[config.mk]
export PLATFORM = sky130hd
export DESIGN_NAME = crc32_stream_engine_flat
export DESIGN_NICKNAME = d
export VERILOG_FILES = /design/src/rtl/crc32_stream_engine_pkg.sv /design/src/rtl/crc32_stream_engine_if.sv /design/src/rtl/crc32_stream_engine_lane_step.sv /design/src/rtl/crc32_stream_engine.sv /design/src/flat_wrapper.sv
export SDC_FILE = /design/constraint.sdc
export NUM_CORES = 1
export LEC_CHECK = 0
export ABC_AREA = 1
export BUFFER_PORTS_ARGS = -buffer_cell sky130_fd_sc_hd__buf_2
export CAP_MARGIN = 20
export CORE_ASPECT_RATIO = 1.25
export CORE_MARGIN = 2
export CORE_UTILIZATION = 62
export CTS_BUF_LIST = sky130_fd_sc_hd__clkbuf_8
export CTS_CLUSTER_SIZE = 20
export DETAILED_ROUTE_END_ITERATION = 12
export PLACE_DENSITY_LB_ADDON = 0.08
export SLEW_MARGIN = 10
export SYNTH_ARGS = -nofsm -noshare
export SYNTH_HDL_FRONTEND = slang
export SYNTH_SLANG_ARGS = --single-unit
[constraint.sdc]
create_clock -name clk -period 7.55 [get_ports clk]
set_clock_uncertainty 0.2 [all_clocks]
set_input_delay 1.51 -clock clk [delete_from_list [all_inputs] [get_ports clk]]
set_output_delay 1.51 -clock clk [all_outputs]
set_load 0.02 [all_outputs]
[src/rtl/crc32_stream_engine_pkg.sv]
// Shared CRC-32 constants, FSM state type and the single-byte MSB-first CRC step.
// Bit convention is CRC-32/BZIP2: non-reflected, init and final XOR all-ones.
package crc32_pkg;

   localparam logic [31:0] CRC_POLY    = 32'h04C11DB7;
   localparam logic [31:0] CRC_INIT    = 32'hFFFFFFFF;
   localparam logic [31:0] CRC_RESIDUE = 32'hC704DD7B;

   typedef enum logic {
      ST_IDLE   = 1'b0,
      ST_ACTIVE = 1'b1
   } crc_state_e;

   function automatic logic [31:0] crc32_byte_step(input logic [31:0] crc, input logic [7:0] din);
      logic [31:0] c;
      c = crc ^ {din, 24'h000000};
      for (int i = 0; i < 8; i++) begin
         c = c[31] ? ((c << 1) ^ CRC_POLY) : (c << 1);
      end
      return c;
   endfunction

endpackage

[src/rtl/crc32_stream_engine_if.sv]
// Beat stream into the CRC engine plus its per-frame result and statistics outputs.
interface crc32_stream_engine_if #(
   parameter int DATA_W = 64,
   parameter int CNT_W  = 16
);
   localparam int NB_W = $clog2(DATA_W / 8) + 1;

   logic              in_valid;
   logic              in_sof;
   logic              in_eof;
   logic [NB_W-1:0]   in_nbytes;
   logic [DATA_W-1:0] in_data;

   logic              crc_valid;
   logic [31:0]       crc_value;
   logic              crc_ok;
   logic              err_pulse;
   logic [CNT_W-1:0]  good_cnt;
   logic [CNT_W-1:0]  bad_cnt;

   modport master (
      output in_valid, in_sof, in_eof, in_nbytes, in_data,
      input  crc_valid, crc_value, crc_ok, err_pulse, good_cnt, bad_cnt
   );

   modport slave (
      input  in_valid, in_sof, in_eof, in_nbytes, in_data,
      output crc_valid, crc_value, crc_ok, err_pulse, good_cnt, bad_cnt
   );
endinterface

[src/rtl/crc32_stream_engine_lane_step.sv]
// Combinational CRC update over the byte lanes of one beat, MSB lane first.
// On the last beat only the top nbytes lanes count; 0 or an oversized count means the full word.
module crc32_lane_step
   import crc32_pkg::*;
#(
   parameter int DATA_W = 64,
   parameter int NB_W   = $clog2(DATA_W / 8) + 1
) (
   input  logic [31:0]       crc_in,
   input  logic [DATA_W-1:0] data,
   input  logic [NB_W-1:0]   nbytes,
   input  logic              last,
   output logic [31:0]       crc_out
);

   localparam int NBYTES = DATA_W / 8;

   logic [NB_W-1:0] lanes;
   logic [31:0]     acc;

   always_comb begin
      lanes = NB_W'(NBYTES);
      if (last && (nbytes != '0) && (nbytes < NB_W'(NBYTES))) begin
         lanes = nbytes;
      end
   end

   // Every lane is stepped; the tap after the requested lane count is kept.
   always_comb begin
      acc     = crc_in;
      crc_out = crc_in;
      for (int i = 0; i < NBYTES; i++) begin
         acc = crc32_byte_step(acc, data[DATA_W-1-8*i -: 8]);
         if (NB_W'(i + 1) == lanes) begin
            crc_out = acc;
         end
      end
   end

endmodule

[src/rtl/crc32_stream_engine.sv]
// Frame-aware CRC-32 engine: tracks sof/eof, issues the FCS one cycle after eof,
// checks the received-FCS residue and keeps saturating good/bad frame counts.
//
// state     | meaning
// ST_IDLE   | between frames; crc register parked at CRC_INIT
// ST_ACTIVE | inside a frame; crc register holds the running remainder
module crc32_stream_engine
   import crc32_pkg::*;
#(
   parameter int DATA_W = 64,
   parameter int CNT_W  = 16
) (
   input  logic                  clk,
   input  logic                  rst,
   crc32_stream_engine_if.slave  bus
);

   localparam int NB_W = $clog2(DATA_W / 8) + 1;

   crc_state_e       state_q, state_d;
   logic [31:0]      crc_q, crc_d;
   logic             crc_valid_q, crc_valid_d;
   logic [31:0]      crc_value_q, crc_value_d;
   logic             crc_ok_q, crc_ok_d;
   logic             err_q, err_d;
   logic [CNT_W-1:0] good_q, good_d;
   logic [CNT_W-1:0] bad_q, bad_d;

   logic [31:0]      crc_seed;
   logic [31:0]      step_out;
   logic             issue;

   // A sof beat always restarts from INIT, which also covers the abort path.
   assign crc_seed = bus.in_sof ? CRC_INIT : crc_q;

   crc32_lane_step #(
      .DATA_W (DATA_W),
      .NB_W   (NB_W)
   ) u_lane_step (
      .crc_in  (crc_seed),
      .data    (bus.in_data),
      .nbytes  (bus.in_nbytes),
      .last    (bus.in_eof),
      .crc_out (step_out)
   );

   always_comb begin
      state_d     = state_q;
      crc_d       = crc_q;
      crc_valid_d = 1'b0;
      crc_value_d = crc_value_q;
      crc_ok_d    = crc_ok_q;
      err_d       = 1'b0;
      good_d      = good_q;
      bad_d       = bad_q;
      issue       = 1'b0;

      if (bus.in_valid) begin
         if (bus.in_sof) begin
            err_d = (state_q == ST_ACTIVE);
            if (bus.in_eof) begin
               issue   = 1'b1;
               state_d = ST_IDLE;
            end else begin
               crc_d   = step_out;
               state_d = ST_ACTIVE;
            end
         end else if (state_q == ST_IDLE) begin
            err_d = 1'b1;
         end else if (bus.in_eof) begin
            issue   = 1'b1;
            state_d = ST_IDLE;
         end else begin
            crc_d = step_out;
         end
      end

      if (issue) begin
         crc_d       = CRC_INIT;
         crc_valid_d = 1'b1;
         crc_value_d = ~step_out;
         crc_ok_d    = (step_out == CRC_RESIDUE);
         if (step_out == CRC_RESIDUE) begin
            if (good_q != {CNT_W{1'b1}}) good_d = good_q + CNT_W'(1);
         end else begin
            if (bad_q != {CNT_W{1'b1}}) bad_d = bad_q + CNT_W'(1);
         end
      end
   end

   always_ff @(posedge clk) begin
      if (!rst) begin
         state_q     <= ST_IDLE;
         crc_q       <= CRC_INIT;
         crc_valid_q <= 1'b0;
         crc_value_q <= 32'h0;
         crc_ok_q    <= 1'b0;
         err_q       <= 1'b0;
         good_q      <= '0;
         bad_q       <= '0;
      end else begin
         state_q     <= state_d;
         crc_q       <= crc_d;
         crc_valid_q <= crc_valid_d;
         crc_value_q <= crc_value_d;
         crc_ok_q    <= crc_ok_d;
         err_q       <= err_d;
         good_q      <= good_d;
         bad_q       <= bad_d;
      end
   end

   assign bus.crc_valid = crc_valid_q;
   assign bus.crc_value = crc_value_q;
   assign bus.crc_ok    = crc_ok_q;
   assign bus.err_pulse = err_q;
   assign bus.good_cnt  = good_q;
   assign bus.bad_cnt   = bad_q;

endmodule

[src/flat_wrapper.sv]
// flat-port wrapper written by rule: the top's interface ports become plain ports
module crc32_stream_engine_flat import crc32_pkg::*;
#(
   parameter int DATA_W = 64,
   parameter int CNT_W  = 16
)
  (clk, rst, bus_in_valid, bus_in_sof, bus_in_eof, bus_in_nbytes, bus_in_data, bus_crc_valid, bus_crc_value, bus_crc_ok, bus_err_pulse, bus_good_cnt, bus_bad_cnt);
  crc32_stream_engine_if #(.DATA_W(DATA_W), .CNT_W(CNT_W)) bus_i ();
  input  logic clk;
  input  logic rst;
  input wire logic [$bits(bus_i.in_valid)-1:0] bus_in_valid;
  input wire logic [$bits(bus_i.in_sof)-1:0] bus_in_sof;
  input wire logic [$bits(bus_i.in_eof)-1:0] bus_in_eof;
  input wire logic [$bits(bus_i.in_nbytes)-1:0] bus_in_nbytes;
  input wire logic [$bits(bus_i.in_data)-1:0] bus_in_data;
  output wire logic [$bits(bus_i.crc_valid)-1:0] bus_crc_valid;
  output wire logic [$bits(bus_i.crc_value)-1:0] bus_crc_value;
  output wire logic [$bits(bus_i.crc_ok)-1:0] bus_crc_ok;
  output wire logic [$bits(bus_i.err_pulse)-1:0] bus_err_pulse;
  output wire logic [$bits(bus_i.good_cnt)-1:0] bus_good_cnt;
  output wire logic [$bits(bus_i.bad_cnt)-1:0] bus_bad_cnt;
  assign bus_i.in_valid = bus_in_valid;
  assign bus_i.in_sof = bus_in_sof;
  assign bus_i.in_eof = bus_in_eof;
  assign bus_i.in_nbytes = bus_in_nbytes;
  assign bus_i.in_data = bus_in_data;
  assign bus_crc_valid = bus_i.crc_valid;
  assign bus_crc_value = bus_i.crc_value;
  assign bus_crc_ok = bus_i.crc_ok;
  assign bus_err_pulse = bus_i.err_pulse;
  assign bus_good_cnt = bus_i.good_cnt;
  assign bus_bad_cnt = bus_i.bad_cnt;
  crc32_stream_engine #(.DATA_W(DATA_W), .CNT_W(CNT_W)) u_core (.clk(clk), .rst(rst), .bus(bus_i));
endmodule
==> flow_metrics.py, run 1 <==
metrics = {
    "clocking": {
        "cts_hold_buf": 0,
        "cts.sinks": 100,
        "cts_max_level": 3,
        "clk_path_buf_depth": 2,
        "cts_buffers": 9,
        "cts-root-buf": "clkbuf_8",
    },
    "synthesis": {
        "synth-seq-cells": 100,
        "syn_inst": 3859,
        "ys_seq_area_frac": 0.102,
        "netlist_area_sq_um": 19600,
        "syn_area_per_cell_sq_um": 5.08,
        "synth_area_leaders": "nand2_1 34%, nand3_1 17%, dfxtp_1 10%",
        "synth_top_cell_area_share": 0.339,
        "synth.largest_area_cell": "nand2_1",
        "yosys_warnings": 0,
        "syn_nets": 3935,
        "yosysUniqueCellTypes": 48,
    },
    "floorplan": {
        "fp.dieW_um": 163,
        "fp.dieH_um": 203,
        "start_util": 0.631,
        "fp-row-count": 72,
        "ios": 140,
    },
    "global_route": {
        "grt-ovfl-total": 398,
        "grt_pass1_wl_um": 235000,
        "grt_pass1_vias": 39400,
        "grt_max_degree": 47,
        "grt_util_all_layers": 0.890,
    },
    "status": {
        "lastStage": "global routing",
        "firstError": "[ERROR GRT-0116] Global routing finished with congestion. Check the congestion regions in the DRC Viewer.",
        "status": "did not finish",
    },
    "placement": {
        "place_inst": 4987,
        "port_buffers": 139,
        "place_congestion": 1.16,
        "hpwlAfterDp_um": 74200,
    },
}
==> stage by stage <==
| step | hold slack (ps) | setup TNS (ps) | cell area (sq um) | worst slack [ps] |
|---|---|---|---|---|
| floorplan | 231 | 0 | 19600 | 468 |
| global placement | 232 | -51930 | 25600 | -1110 |
| detailed placement | 246 | -65100 | 25700 | -1280 |
| CTS | 269 | -3120 | 29100 | -158 |
==> metal layers <==
layer / GRT usage / overflow
met5: 0.521 / 1
met4: 0.931 / 154
met3: 0.790 / 18
met2: 1.01 / 219
met1: 0.868 / 6
==> cell families after synthesis <==
kind of cell,count (synthesis),synth area share
buf+inv,418,0.0947
compound gates,392,0.112
xor+xnor,89,0.0404
simple gates,2857,0.649
fa+ha+maj,3,0.00191
flops,100,0.102
==> synth_stat cells (all sizes together) <==
| cell | number |
|---|---|
| ha | 3 |
| nor3 | 22 |
| nand2 | 1983 |
| a22oi | 1 |
| a21o | 1 |
| o221ai | 8 |
| o211ai | 34 |
| inv | 296 |
| xor2 | 67 |
| o41ai | 1 |
| o22ai | 5 |
| clkinv | 3 |
| xnor3 | 1 |
| a22o | 2 |
| buf | 53 |
| a32o | 1 |
| a221oi | 1 |
| dfxtp | 100 |
| or2 | 9 |
| o31ai | 2 |
| o311ai | 6 |
| nand3b | 6 |
| nor4 | 4 |
| nand4 | 15 |
| a31oi | 25 |
| a21oi | 129 |
| nor2 | 109 |
| clkbuf | 66 |
| xnor2 | 21 |
| nand3 | 709 |
| o21ai | 176 |
==> timing repair <==
item,CTS
setup buffers,116
cloned,9
pin swaps,121
gates resized for setup,619
setup endpoints to repair,67
==> run 2: changes to the inputs <==
CORE_ASPECT_RATIO = unset   (was 1.25)
CORE_UTILIZATION = 40   (was 62)
CTS_BUF_LIST = unset   (was sky130_fd_sc_hd__clkbuf_8)
CTS_CLUSTER_SIZE = unset   (was 20)
PLACE_DENSITY_LB_ADDON = 0.15   (was 0.08)
==> run 2 against run 1 <==
The flow now finishes, with violations (setup timing). Area after synthesis unchanged. Synthesized cell count is the same.
==> flow_metrics.py, run 2 <==
metrics = {
    "synthesis": {
        "ys.flop_type": "dfxtp_1",
        "syn_inst": 3859,
        "synth_most_common_cell": "nand2_1",
        "syn_area_per_cell_sq_um": 5.08,
        "yosys_warnings": 0,
        "synth_area_leaders": "nand2_1 34%, nand3_1 17%, dfxtp_1 10%",
        "synth-seq-cells": 100,
        "syn_nets": 3935,
        "synth-async-reset-ratio": 0,
        "synth.largest_area_cell": "nand2_1",
        "synth-edff-count": 0,
        "synth_common_cells": "1,774 x nand2_1, 658 x nand3_1, 260 x inv_1, 184 x nand2_2, 173 x o21ai_0",
        "netlist_area_sq_um": 19600,
        "ys_seq_area_frac": 0.102,
        "synth_top_cell_area_share": 0.339,
        "yosysUniqueCellTypes": 48,
    },
    "placement": {
        "port_buffers": 139,
        "hpwlAfterDp_um": 80900,
        "pre_cts_ws_ps": -1600,
        "place_inst": 5266,
        "place_congestion": 1.03,
    },
    "global_route": {
        "grt-ovfl-total": 0,
        "grt_util_all_layers": 0.382,
        "grt_pass1_wl_um": 151000,
        "antenna_found_initial": 1,
        "grt_max_degree": 47,
        "grt_pass1_vias": 26700,
    },
    "final_layout": {
        "diodes": 0,
        "final_cell_mix": "1,310 x nand2_1, 850 x buf_4, 463 x nand2_2",
        "final_common_cell": "nand2_1",
        "final_cell_count_no_fill": 5454,
        "multiInputGateArea_sq_um": 20100,
        "final_nets": 4903,
        "drive_gt1_frac": 0.453,
        "ff_latch_area_sq_um": 2000,
        "fillers": 4537,
        "syn_to_final_growth_pct": 66.8,
    },
    "clocking": {
        "clk_latency_ps": 350,
        "cts_hold_buf": 0,
        "cts_max_level": 3,
        "cts_buffers": 9,
        "clk_path_buf_depth": 2,
        "clk_pin_slew_ps": 70,
        "cts-root-buf": "clkbuf_16",
        "cts_tree": "built",
        "cts.sinks": 100,
    },
    "sta": {
        "setup_slack_ps": -594,
        "worst_pin_slew_ps": 980,
        "setup_violations": 33,
        "rsz0062_at_grt": "true",
        "period_needed_ps": 8140,
        "slew_headroom": 0.346,
        "slew_viol_final": 0,
        "min_period_over_period": 1.08,
        "holdWs_ps": 255,
        "timing.fmax_ghz": 0.123,
        "hold_viol_final": 0,
    },
    "status": {
        "status": "finished with violations",
        "violations": "setup timing",
    },
    "setup_path": {
        "reg2reg_slack_ps": 330,
        "crit_required_ps": 7560,
        "worstSetupStartpointType": "input pin",
        "cp_common_cell": "nand2_2",
        "end_kind": "register",
        "timing_worst_setup_path_type": "input pin to register",
        "slowest_delay_ps": 220,
        "cp_max_fo": 8,
        "cp_data_arrival_time_ps": 8150,
        "crit_path_top_delay_cell": "buf_6",
    },
    "floorplan": {
        "dieArea_sq_um": 50800,
        "fp-row-count": 81,
        "fp.dieW_um": 225,
        "start_util": 0.403,
        "ios": 140,
        "core_sq_um": 48600,
        "fp.dieH_um": 225,
    },
    "hold_path": {
        "min_path_type": "register to register",
    },
    "flow_run": {
        "drv_cap": 0,
    },
    "route": {
        "wirelength_um": 104000,
        "vias": 30300,
        "firstDrtPassIters": 6,
        "drc": 0,
        "ant_nets": 0,
        "drt_iter0_drc": 3358,
        "via_per_inst": 5.56,
        "wl_per_cell_um": 19.0,
    },
}
run 2: final cells by class:
type                    count  share of cell area
well taps                 622              0.0238
clock inverters             6             0.00287
inverters                 299              0.0355
repair inverters            1            0.000268
multi-input cells        3342               0.615
clock buffers              10             0.00700
flip-flops and latches    100              0.0612
repair buffers           1074               0.254
run 2: repair_timing:
item	in CTS	in global routing
cloned	2	4
hold endpoints to repair	0	0
setup buffers	74	92
setup endpoints to repair	92	89
pin swaps	111	182
resized for setup	550	608
run 2: final timing paths:
path	end	cells past startpoint	start
worst max-delay path	u_core.bus.good_cnt[10]	58	bus_in_sof
worst min-delay path	u_core.bus.crc_value[11]	2	u_core.bus.crc_value[11]
worst max register to register	u_core.bus.good_cnt[10]	58	u_core.crc_q[28]
worst min register to register	u_core.bus.crc_value[11]	2	u_core.bus.crc_value[11]
run 2: kinds of logic after synthesis:
kind of cell | Yosys count | synth area share
and+or+nand+nor | 2857 | 0.649
buffers and inverters | 418 | 0.0947
AOI/OAI and AO/OA | 392 | 0.112
DFF | 100 | 0.102
xor gates and xnor gates | 89 | 0.0404
adders and majority gates | 3 | 0.00191
run 2: routing by layer:
| layer | wire, um | track usage | vias up |
|---|---|---|---|
| met5 | 13 | 0 | - |
| met4 | 4560 | 0.128 | 2 |
| met3 | 10100 | 0.0516 | 272 |
| met2 | 46300 | 0.613 | 1552 |
| met1 | 42700 | 0.525 | 14000 |
| li1 | - | - | 14500 |
run 2: worst max-delay path, delay by kind of cell:
family,cells,cell delay [ps]
AO/OA/AOI/OAI,2,230
XOR/XNOR,1,200
buffers and inverters,16,1930
AND/OR/NAND/NOR,39,4250
run 2: metrics by stage:
step	utilization	instance area [sq um]	TNS [ps]
after floorplan	-	19600	0
after global placement	0.543	26400	-91710
after detailed placement	0.543	26400	-91960
after CTS	0.606	29500	-7350
after global routing	0.673	32700	-29210
final	0.673	32700	-16680
Power of run 2 is left out: the tool's default activity adds up to more than one toggle a clock period on the data nets, which glitch-free logic cannot reach.
